[config.mk]
export PLATFORM = sky130hd
export DESIGN_NAME = rob_flush_flat
export DESIGN_NICKNAME = d
export VERILOG_FILES = /design/src/rtl/rob_flush_if.sv /design/src/rtl/rob_flush.sv /design/src/flat_wrapper.sv
export SDC_FILE = /design/constraint.sdc
export NUM_CORES = 1
export LEC_CHECK = 0
export ABC_AREA = 1
export CELL_PAD_IN_SITES_DETAIL_PLACEMENT = 2
export CELL_PAD_IN_SITES_GLOBAL_PLACEMENT = 2
export CORE_ASPECT_RATIO = 2
export CORE_MARGIN = 10
export CORE_UTILIZATION = 34
export DETAILED_ROUTE_END_ITERATION = 10
export GPL_TIMING_DRIVEN = 0
export PLACE_DENSITY = 0.83
export SLEW_MARGIN = 20
export SYNTH_ARGS = -nofsm -noshare
export SYNTH_HDL_FRONTEND = slang
export SYNTH_SLANG_ARGS = --single-unit
[constraint.sdc]
create_clock -name clk -period 5.7 [get_ports clk]
set_input_delay 0.855 -clock clk [delete_from_list [all_inputs] [get_ports clk]]
set_output_delay 0.855 -clock clk [all_outputs]
set_load 0.01 [all_outputs]
[src/rtl/rob_flush_if.sv]
// rob_flush_if: bundle of all data/handshake signals of the reorder buffer.
//   master : frontend/execution/commit side (drives din, din_valid, completed,
//            cmplt_valid, dout_ready_ct, flush, flush_entry)
//   slave  : the ROB itself (drives din_ready_ct, entry_nums, dout,
//            dout_valid_ct, count)
// Slot i of a multi-slot bus sits at [i*W +: W].
interface rob_flush_if #(
    parameter int DATA_WIDTH  = 11,
    parameter int PUSH_WIDTH  = 4,
    parameter int POP_WIDTH   = 4,
    parameter int ELEMENTS    = 15,
    parameter int CMPLT_PORTS = 3
);
    localparam int EW = $clog2(ELEMENTS);
    localparam int CW = $clog2((PUSH_WIDTH > POP_WIDTH) ? PUSH_WIDTH : POP_WIDTH) + 1;

    logic [DATA_WIDTH*PUSH_WIDTH-1:0] din;
    logic [PUSH_WIDTH-1:0]            din_valid;
    logic [CW-1:0]                    din_ready_ct;
    logic [EW*PUSH_WIDTH-1:0]         entry_nums;
    logic [EW*CMPLT_PORTS-1:0]        completed;
    logic [CMPLT_PORTS-1:0]           cmplt_valid;
    logic [DATA_WIDTH*POP_WIDTH-1:0]  dout;
    logic [CW-1:0]                    dout_valid_ct;
    logic [CW-1:0]                    dout_ready_ct;
    logic                             flush;
    logic [EW-1:0]                    flush_entry;
    logic [EW:0]                      count;

    modport master (
        output din, din_valid, completed, cmplt_valid, dout_ready_ct, flush, flush_entry,
        input  din_ready_ct, entry_nums, dout, dout_valid_ct, count
    );
    modport slave (
        input  din, din_valid, completed, cmplt_valid, dout_ready_ct, flush, flush_entry,
        output din_ready_ct, entry_nums, dout, dout_valid_ct, count
    );
endinterface

[src/rtl/rob_flush.sv]
// rob_flush: parametrised reorder buffer. Allocates up to PUSH_WIDTH entries
// per cycle in program order, marks entries done from CMPLT_PORTS completion
// ports in any order, and retires up to POP_WIDTH consecutive done entries
// from the head per cycle.
// Ports:
//   clk  - clock
//   rst  - synchronous active-high reset
//   bus  - rob_flush_if.slave (push, completion, commit, flush, occupancy)
// Build option: define ROB_FLUSH_EN to enable squashing every entry younger
// than bus.flush_entry; without it flush/flush_entry are ignored.
module rob_flush #(
    parameter int DATA_WIDTH  = 11,
    parameter int PUSH_WIDTH  = 4,
    parameter int POP_WIDTH   = 4,
    parameter int ELEMENTS    = 15,
    parameter int CMPLT_PORTS = 3
) (
    input logic       clk,
    input logic       rst,
    rob_flush_if.slave bus
);
    localparam int EW   = $clog2(ELEMENTS);
    localparam int CW   = $clog2((PUSH_WIDTH > POP_WIDTH) ? PUSH_WIDTH : POP_WIDTH) + 1;
    localparam int CNTW = EW + 1;

    logic [DATA_WIDTH-1:0] mem [ELEMENTS];
    logic [ELEMENTS-1:0]   done, done_n;
    logic [EW-1:0]         head, tail, head_n, tail_n;
    logic [CNTW-1:0]       cnt, cnt_n;
    int                    ready_ct, valid_ct, push_n, pop_n;

    // (a + b) mod ELEMENTS for a < ELEMENTS, b <= ELEMENTS
    function automatic logic [EW-1:0] wrap(input int a, input int b);
        int s;
        s = a + b;
        if (s >= ELEMENTS) s = s - ELEMENTS;
        return EW'(s);
    endfunction

    // position of entry e counted from head (0 = oldest)
    function automatic int age(input logic [EW-1:0] e, input logic [EW-1:0] h);
        return (e >= h) ? int'(e) - int'(h) : int'(e) + ELEMENTS - int'(h);
    endfunction

    function automatic logic live(input logic [EW-1:0] e, input logic [EW-1:0] h,
                                  input logic [CNTW-1:0] c);
        return (int'(e) < ELEMENTS) && (age(e, h) < int'(c));
    endfunction

    // Outputs depend on registered state only.
    always_comb begin
        ready_ct = ELEMENTS - int'(cnt);
        if (ready_ct > PUSH_WIDTH) ready_ct = PUSH_WIDTH;
        // Run of done entries from head; gated by cnt because squashed
        // entries may keep a stale done bit until re-allocated.
        valid_ct = 0;
        for (int j = 0; j < POP_WIDTH; j++)
            if (valid_ct == j && j < int'(cnt) && done[wrap(int'(head), j)])
                valid_ct = j + 1;
    end

    assign bus.din_ready_ct  = CW'(ready_ct);
    assign bus.dout_valid_ct = CW'(valid_ct);
    assign bus.count         = cnt;

    for (genvar i = 0; i < PUSH_WIDTH; i++) begin : g_en
        assign bus.entry_nums[i*EW +: EW] = wrap(int'(tail), i);
    end
    for (genvar j = 0; j < POP_WIDTH; j++) begin : g_dout
        assign bus.dout[j*DATA_WIDTH +: DATA_WIDTH] = mem[wrap(int'(head), j)];
    end

    always_comb begin
        int            nv, keep;
        logic          hit;
        logic [EW-1:0] e;
        nv = 0;
        for (int i = 0; i < PUSH_WIDTH; i++)
            if (nv == i && bus.din_valid[i]) nv = i + 1;
        push_n = (nv < ready_ct) ? nv : ready_ct;
        pop_n  = (valid_ct < int'(bus.dout_ready_ct)) ? valid_ct : int'(bus.dout_ready_ct);
        keep   = int'(cnt);   // entries surviving this cycle before commits
        hit    = 1'b0;
`ifdef ROB_FLUSH_EN
        if (bus.flush && live(bus.flush_entry, head, cnt)) begin
            hit    = 1'b1;
            keep   = age(bus.flush_entry, head) + 1;
            push_n = 0;
            if (pop_n > keep) pop_n = keep;
        end
`endif
        head_n = wrap(int'(head), pop_n);
        tail_n = hit ? wrap(int'(bus.flush_entry), 1) : wrap(int'(tail), push_n);
        cnt_n  = CNTW'(keep + push_n - pop_n);

        done_n = done;
        for (int i = 0; i < PUSH_WIDTH; i++)
            if (i < push_n) done_n[wrap(int'(tail), i)] = 1'b0;
        // Pushes only target free entries, so the occupancy test also rejects
        // completions aimed at a slot being allocated this cycle.
        for (int p = 0; p < CMPLT_PORTS; p++) begin
            e = bus.completed[p*EW +: EW];
            if (bus.cmplt_valid[p] && live(e, head, cnt) && age(e, head) < keep)
                done_n[e] = 1'b1;
        end
        for (int j = 0; j < POP_WIDTH; j++)
            if (j < pop_n) done_n[wrap(int'(head), j)] = 1'b0;
    end

`ifndef ROB_FLUSH_EN
    logic unused_flush;
    assign unused_flush = ^{bus.flush, bus.flush_entry};
`endif

    always_ff @(posedge clk) begin
        if (rst) begin
            head <= '0;
            tail <= '0;
            cnt  <= '0;
            done <= '0;
            for (int k = 0; k < ELEMENTS; k++) mem[k] <= '0;
        end else begin
            head <= head_n;
            tail <= tail_n;
            cnt  <= cnt_n;
            done <= done_n;
            for (int i = 0; i < PUSH_WIDTH; i++)
                if (i < push_n)
                    mem[wrap(int'(tail), i)] <= bus.din[i*DATA_WIDTH +: DATA_WIDTH];
        end
    end
endmodule

[src/flat_wrapper.sv]
// flat-port wrapper written by rule: the top's interface ports become plain ports
module rob_flush_flat 
#(
    parameter int DATA_WIDTH  = 11,
    parameter int PUSH_WIDTH  = 4,
    parameter int POP_WIDTH   = 4,
    parameter int ELEMENTS    = 15,
    parameter int CMPLT_PORTS = 3
)
  (clk, rst, bus_din, bus_din_valid, bus_completed, bus_cmplt_valid, bus_dout_ready_ct, bus_flush, bus_flush_entry, bus_din_ready_ct, bus_entry_nums, bus_dout, bus_dout_valid_ct, bus_count);
  rob_flush_if #(.DATA_WIDTH(DATA_WIDTH), .PUSH_WIDTH(PUSH_WIDTH), .POP_WIDTH(POP_WIDTH), .ELEMENTS(ELEMENTS), .CMPLT_PORTS(CMPLT_PORTS)) bus_i ();
  input logic clk;
  input logic rst;
  input wire logic [$bits(bus_i.din)-1:0] bus_din;
  input wire logic [$bits(bus_i.din_valid)-1:0] bus_din_valid;
  input wire logic [$bits(bus_i.completed)-1:0] bus_completed;
  input wire logic [$bits(bus_i.cmplt_valid)-1:0] bus_cmplt_valid;
  input wire logic [$bits(bus_i.dout_ready_ct)-1:0] bus_dout_ready_ct;
  input wire logic [$bits(bus_i.flush)-1:0] bus_flush;
  input wire logic [$bits(bus_i.flush_entry)-1:0] bus_flush_entry;
  output wire logic [$bits(bus_i.din_ready_ct)-1:0] bus_din_ready_ct;
  output wire logic [$bits(bus_i.entry_nums)-1:0] bus_entry_nums;
  output wire logic [$bits(bus_i.dout)-1:0] bus_dout;
  output wire logic [$bits(bus_i.dout_valid_ct)-1:0] bus_dout_valid_ct;
  output wire logic [$bits(bus_i.count)-1:0] bus_count;
  assign bus_i.din = bus_din;
  assign bus_i.din_valid = bus_din_valid;
  assign bus_i.completed = bus_completed;
  assign bus_i.cmplt_valid = bus_cmplt_valid;
  assign bus_i.dout_ready_ct = bus_dout_ready_ct;
  assign bus_i.flush = bus_flush;
  assign bus_i.flush_entry = bus_flush_entry;
  assign bus_din_ready_ct = bus_i.din_ready_ct;
  assign bus_entry_nums = bus_i.entry_nums;
  assign bus_dout = bus_i.dout;
  assign bus_dout_valid_ct = bus_i.dout_valid_ct;
  assign bus_count = bus_i.count;
  rob_flush #(.DATA_WIDTH(DATA_WIDTH), .PUSH_WIDTH(PUSH_WIDTH), .POP_WIDTH(POP_WIDTH), .ELEMENTS(ELEMENTS), .CMPLT_PORTS(CMPLT_PORTS)) u_core (.clk(clk), .rst(rst), .bus(bus_i));
endmodule
==> reports/metrics.yaml, run 1 <==
syn_area_um2: 22950
grt_pass1_vias: 38290
async_reset_ff_frac: 0
stop_stage: "global routing"
cts_buffer_depth: 3
htree_num_levels: 1
cts_buffers: 20
port_buffers: 123
dp_slack_ps: -2104
track_usage: 0.5838
ys_ff_latch: 204
cts_root_buffer: "clkbuf_16"
syn-mean-instance-area_um2: 6.577
dieWidth_um: 203.7
die_y_um: 387.5
overflow: 146
gp_congestion: 1.159
synthCells: 3490
seq_area_frac_synth: 0.2547
status: "did not finish"
grt_max_degree: 17
synth_ff_type: "edfxtp_1"
yosysWarnings: 0
synth_edf_count: 176
hpwl_um: 158900
cts_hold_buffers: 0
ys_types: 52
initial_core_util: 0.3431
io_pins: 144
placementRows: 134
grt_pass1_wl_um: 330600
firstError: "[ERROR GRT-0116] Global routing finished with congestion. Check the congestion regions in the DRC Viewer."
syn-num-nets: 3666
numClockSinks: 204
==> cells in the mapped netlist, types with 17 or more instances <==
master / instances / area share
nand4_1: 79 / 0.022
edfxtp_1: 176 / 0.23
clkbuf_1: 200 / 0.033
o211ai_1: 191 / 0.062
o21ai_0: 496 / 0.11
buf_2: 35 / 0.0076
o22ai_1: 248 / 0.068
dfxtp_1: 28 / 0.024
clkinv_1: 17 / 0.0028
nand3_1: 222 / 0.048
nand2_1: 501 / 0.082
a21oi_1: 136 / 0.030
nor2_1: 316 / 0.052
inv_1: 436 / 0.071
o221ai_1: 78 / 0.030
nor3_1: 24 / 0.0052
ha_1: 92 / 0.050
buf_1: 22 / 0.0036
==> metrics by stage <==
step                      instance area [um2]  hold slack (ps)  instances
after CTS                               26560            952.4       4571
after detailed placement                25360            912.7       4503
after global placement                  25290            833.4       4497
after floorplan                         22950            636.8       3490
==> per-layer routing <==
layer,GRT overflow,track usage
met1,0,0.5431
met4,59,0.6571
met3,1,0.3113
met2,86,0.8487
met5,0,0.03757
==> cell families after synthesis <==
group	synth area share
compound gates	0.3254
xor+xnor	0.008394
simple gates	0.2257
buf+inv	0.1256
fa+ha+maj	0.05974
flops	0.2547
mux	0.0004361
==> what timing repair did <==
item | CTS
gates resized for setup | 166
pin swaps | 13
endpoints found under the setup margin | 75
setup buffers | 33
==> inputs of run 2 (changes only) <==
CELL_PAD_IN_SITES_DETAIL_PLACEMENT = default   (was 2)
CELL_PAD_IN_SITES_GLOBAL_PLACEMENT = default   (was 2)
CORE_ASPECT_RATIO = default   (was 2)
CORE_UTILIZATION = 40   (was 34)
PLACE_DENSITY = default   (was 0.83)
PLACE_DENSITY_LB_ADDON = 0.15   (was default)
==> reports/metrics.yaml, run 2 <==
yosysTopAreaCell: "edfxtp_1"
finalClockSkew_ps: 22.60
area_growth_pct: 14.01
layout_common_cells: "nand2_1 (498), o21ai_0 (491), inv_1 (432), nor2_1 (304), o22ai_1 (248)"
finalCriticalPeriod_ps: 5662
register_area_um2: 5853
drv_cap: 0
cts_tree: "yes"
leakagePower_nw: 10.08
irDropWorstVdd_uv: 440.4
ys_ff_latch: 204
drtIter0Drc: 5006
use_met2: 0.5228
grt_pass1_wl_um: 187400
antenna_found_initial: 9
vias_per_cell: 6.623
mostFrequentLayoutCell: "nand2_1"
multiInputGateArea_um2: 14300
htree_num_levels: 1
dieArea_um2: 67360
drc: 0
final_util: 0.4623
dieWidth_um: 259.5
core_area_um2: 56600
grtUsageMet3: 0.1428
synth_ff_type: "edfxtp_1"
syn-mean-instance-area_um2: 6.577
hold_path_class: "reg2reg"
end_kind: "output port"
crit_type: "reg2out"
synth_edf_count: 176
seq_area_frac_synth: 0.2547
fin_nets: 3825
setup_ws_ps: 37.91
overflow: 0
antenna_left: 0
io_pins: 144
yosysWarnings: 0
numClockSinks: 204
cts_buffers: 22
dp_slack_ps: -977.7
p_per_area_nw_per_um2: 496.0
clkTransAtPathRegs_ps: 70
fin_setup_tns_ps: 0
grt_pass1_vias: 26360
cts_root_buffer: "clkbuf_16"
track_usage: 0.3788
required_ps: 4850
worst_pin_slew_ps: 1130
finalMaxSlewViolations: 0
drive_above_1_share: 0.05730
final_cell_area_um2: 26170
hold_violations: 0
route.vias.total: 29290
placementRows: 87
synth_most_common_cell: "nand2_1"
syn_area_um2: 22950
setup_viol_count_final: 0
busiest_layer: "met2"
cp.arrival_ps: 4810
gp_congestion: 1.098
synth.area.top_cells: "edfxtp_1 (23%), o21ai_0 (11%), nand2_1 (8.2%)"
placed_area_um2: 25190
port_buffers: 123
cts_hold_buffers: 0
async_reset_ff_frac: 0
synthTopCellsByCount: "nand2_1 (501), o21ai_0 (496), inv_1 (436)"
synthCells: 3490
status: "finished clean"
syn-num-nets: 3666
synth_top_area_frac: 0.2303
post-route-period-util: 0.9933
relSlewSlack: 0.2447
cp-start-kind: "flop"
hpwl_um: 107100
wl_per_cell_um: 30.35
max_freq_mhz: 176.6
rsz0062_at_grt: "yes"
initial_core_util: 0.4055
ys_types: 52
cts_buffer_depth: 3
insertion_delay_ps: 540
nFillCells: 6046
routed_wl_um: 134200
grt_max_degree: 16
largest-register: "u_core.mem"
largest_reg_flops: 176
grtUsageMet1: 0.5145
path_max_fanout: 12
drtPass1Iterations: 8
die_y_um: 259.5
-- run 2: cell counts after synthesis --
Identical to the previous run, type by type.
-- run 2: critical path, cell delays in order (launching register included) --
cell and delay [ps]:
dfxtp_4 410, inv_1 80, buf_6 150, ha_1 300, buf_6 150, inv_2 130, nand2_1 90, o21ai_1 130
nand2_1 120, nand3_1 170, nand2_1 170, nor2_1 380, clkinv_2 330, buf_1 410, o22ai_1 260, o21ai_0 200
nand4_1 210, clkdlybuf4s50_1 560
-- run 2: timing repair --
item,4_1_cts,5_1_grt
setup endpoints to repair,55,37
pin swaps,0,3
gates resized for setup,36,24
setup buffers,4,5
-- run 2: logic make-up (layout without fill, tap and decap cells) --
family | after synthesis | in the layout | synth area share
adder cells (fa/ha/maj) | 103 | 103 | 0.05974
XOR/XNOR | 22 | 22 | 0.008394
AO/OA/AOI/OAI | 1232 | 1232 | 0.3254
other | 0 | 1 | 0
flip-flops | 204 | 204 | 0.2547
multiplexers | 1 | 1 | 0.0004361
buffers and inverters | 734 | 909 | 0.1256
AND/OR/NAND/NOR | 1194 | 1194 | 0.2257
-- run 2: metal layers --
metal | vias up | part of all wire
met3 | 565 | 0.16
met5 | - | 0.00072
met1 | 13580 | 0.40
met4 | 14 | 0.058
met2 | 2378 | 0.38
li1 | 12750 | -
-- run 2: per-stage QoR --
stage / hold slack (ps) / power, mW / cells
floorplan: 636.8 / 7.276 / 3490
detailed placement: 780.9 / 10.89 / 4372
finish: 784.0 / 12.98 / 4422
CTS: 793.3 / 12.52 / 4416
global placement: 752.3 / 10.93 / 4369
global route: 841.8 / 13.55 / 4421
-- run 2: area by class of cell --
| cell class | instances | share of cell area |
|---|---|---|
| buffer | 270 | 0.04504 |
| antenna | 1 | 0.00009562 |
| timing repair buffer | 135 | 0.05121 |
| multi-input combinational | 2552 | 0.5466 |
| clock buffer | 24 | 0.02132 |
| tap | 756 | 0.03614 |
| inverter | 464 | 0.06684 |
| sequential | 204 | 0.2237 |
| clock inverter | 16 | 0.009132 |
-- run 2: report_power, final --
| group | total (mW) | switching, mW | internal (mW) |
|---|---|---|---|
| registers | 2.94 | 0.706 | 2.23 |
| logic | 8.46 | 5.74 | 2.72 |
| clock network | 1.58 | 0.635 | 0.947 |
| total | 13.0 | 7.08 | 5.90 |
-- run 2: worst paths after layout --
| kind | from | end | depth (start not counted) | slack, ps |
|---|---|---|---|---|
| max | u_core.head[0] | bus_dout[38] | 17 | 40 |
| min | u_core.tail[0] | u_core.tail[0] | 3 | 780 |
| max reg2reg | u_core.head[0] | u_core.head[3] | 39 | 370 |
| min reg2reg | u_core.tail[0] | u_core.tail[0] | 3 | 780 |
(Power assumes the default switching activity.)
==> inputs of run 3 (changes only) <==
CORE_MARGIN = 3   (was 10)
==> reports/metrics.yaml, run 3 (synthesized netlist as in run 2, its figures left out) <==
status: "finished clean"
cts_tree: "yes"
max_freq_mhz: 177.8
initial_core_util: 0.4055
area_growth_pct: 13.79
fin_nets: 3826
hold_path_class: "reg2reg"
clkTransAtPathRegs_ps: 70
post-route-period-util: 0.9867
gp_congestion: 1.089
placed_area_um2: 25190
grt_max_degree: 16
fin_setup_tns_ps: 0
nFillCells: 6050
final_util: 0.4614
insertion_delay_ps: 540
drc: 0
grt_pass1_vias: 25970
setup_viol_count_final: 0
vias_per_cell: 6.543
setup_ws_ps: 76.05
mostFrequentLayoutCell: "nand2_1"
drive_above_1_share: 0.05672
hold_violations: 0
overflow: 0
htree_num_levels: 1
antenna_left: 0
port_buffers: 123
wl_per_cell_um: 29.63
grt_pass1_wl_um: 184300
route.vias.total: 28950
worst_pin_slew_ps: 1211
cts_buffers: 23
placed_cells: 4372
drtPass1Iterations: 8
final_cell_area_um2: 26120
track_usage: 0.4176
routed_wl_um: 131100
p_per_area_nw_per_um2: 491.4
antenna_found_initial: 3
cp-start-kind: "flop"
hpwl_um: 105200
cts_buffer_depth: 3
required_ps: 4850
die_y_um: 245.5
leakagePower_nw: 10.08
dieWidth_um: 245.5
irDropWorstVdd_uv: 284.0
instances_no_fill: 4424
cts_root_buffer: "clkbuf_16"
placementRows: 87
rsz0062_at_grt: "yes"
dp_slack_ps: -1147
post-layout-total-power_mw: 12.83
path_max_fanout: 10
layout_common_cells: "nand2_1 (499), o21ai_0 (491), inv_1 (434), nor2_1 (307), o22ai_1 (248)"
finalClockSkew_ps: 12.00
crit_type: "reg2out"
core_area_um2: 56600
largest_reg_flops: 176
finalCriticalPeriod_ps: 5624
drtIter0Drc: 4590
drv_cap: 0
finalMaxSlewViolations: 0
io_pins: 144
cp.arrival_ps: 4770
end_kind: "output port"
numClockSinks: 204
dieArea_um2: 60290
relSlewSlack: 0.1855
largest-register: "u_core.mem"
hold-worst-slack_ps: 792.8
[run 3: cell types whose count changed in the layout (fill, tap and decap cells not counted), moves of 2 or more]
cell,change
buf_1,+2
bufinv_16,-3
clkbuf_2,+2
clkinv_2,+2
buf_2,-3
nor2_2,-4
clkinvlp_4,+2
clkinv_4,+3
inv_6,+2
nor2_1,+3
inv_2,-2
inv_1,+2
clkinv_1,-3
[run 3: repair_timing]
item / 4_1_cts / 5_1_grt
gates resized for setup: 27 / 28
hold buffers: 0 / 0
gates cloned: 0 / 0
endpoints found under the setup margin: 56 / 38
pin swaps: 1 / 1
setup buffers: 5 / 4
[run 3: worst max-delay path: stages (launching register included)]
cell             delay (ps)
dfxtp_4                 370
clkinvlp_4              110
buf_4                   160
ha_1                    260
buf_4                   170
nand2_1                 110
nand2_1                  90
nand3_2                 120
nand2_2                 110
nand2_1                  70
nand2_2                 200
clkbuf_1                500
clkbuf_1                760
a21oi_1                 180
o21ai_0                 230
nand4_1                 230
clkdlybuf4s50_1         550
[run 3: path summary, 6_finish.rpt]
kind                            depth (start not counted)            from        endpoint  slack, ps
worst max-delay path                                   16  u_core.head[1]    bus_dout[16]         80
worst max register to register                         36  u_core.head[1]  u_core.head[3]        330
worst min-delay path                                    3  u_core.tail[0]  u_core.tail[0]        790
worst min register to register                          3  u_core.tail[0]  u_core.tail[0]        790
[run 3: area by class of cell]
class	count	area, um2	share of cell area
inverters	464	1750	0.06702
flip-flops and latches	204	5853	0.2241
multi-input cells	2552	14290	0.5472
plain buffers	270	1166	0.04465
well taps	756	945.9	0.03622
clock inverters	18	188.9	0.007234
repair buffers	135	1340	0.05131
diodes	1	2.502	0.00009581
clock buffers	24	579.3	0.02218
[run 3: per-layer routing]
layer	GRT usage	vias to the layer above	part of all wire	wire length (um)
li1	-	12740	-	-
met1	0.5866	13530	0.41	53280
met4	0.1379	4	0.045	5889
met2	0.5970	2304	0.40	51960
met5	0	-	0.00023	30
met3	0.1409	372	0.15	19910
[run 3: power breakdown]
part	internal, mW	leakage, nW	switching (mW)
clock	0.850	0.366	0.676
sequential	2.23	2.04	0.681
combinational	2.71	7.66	5.68
total	5.80	10.1	7.04
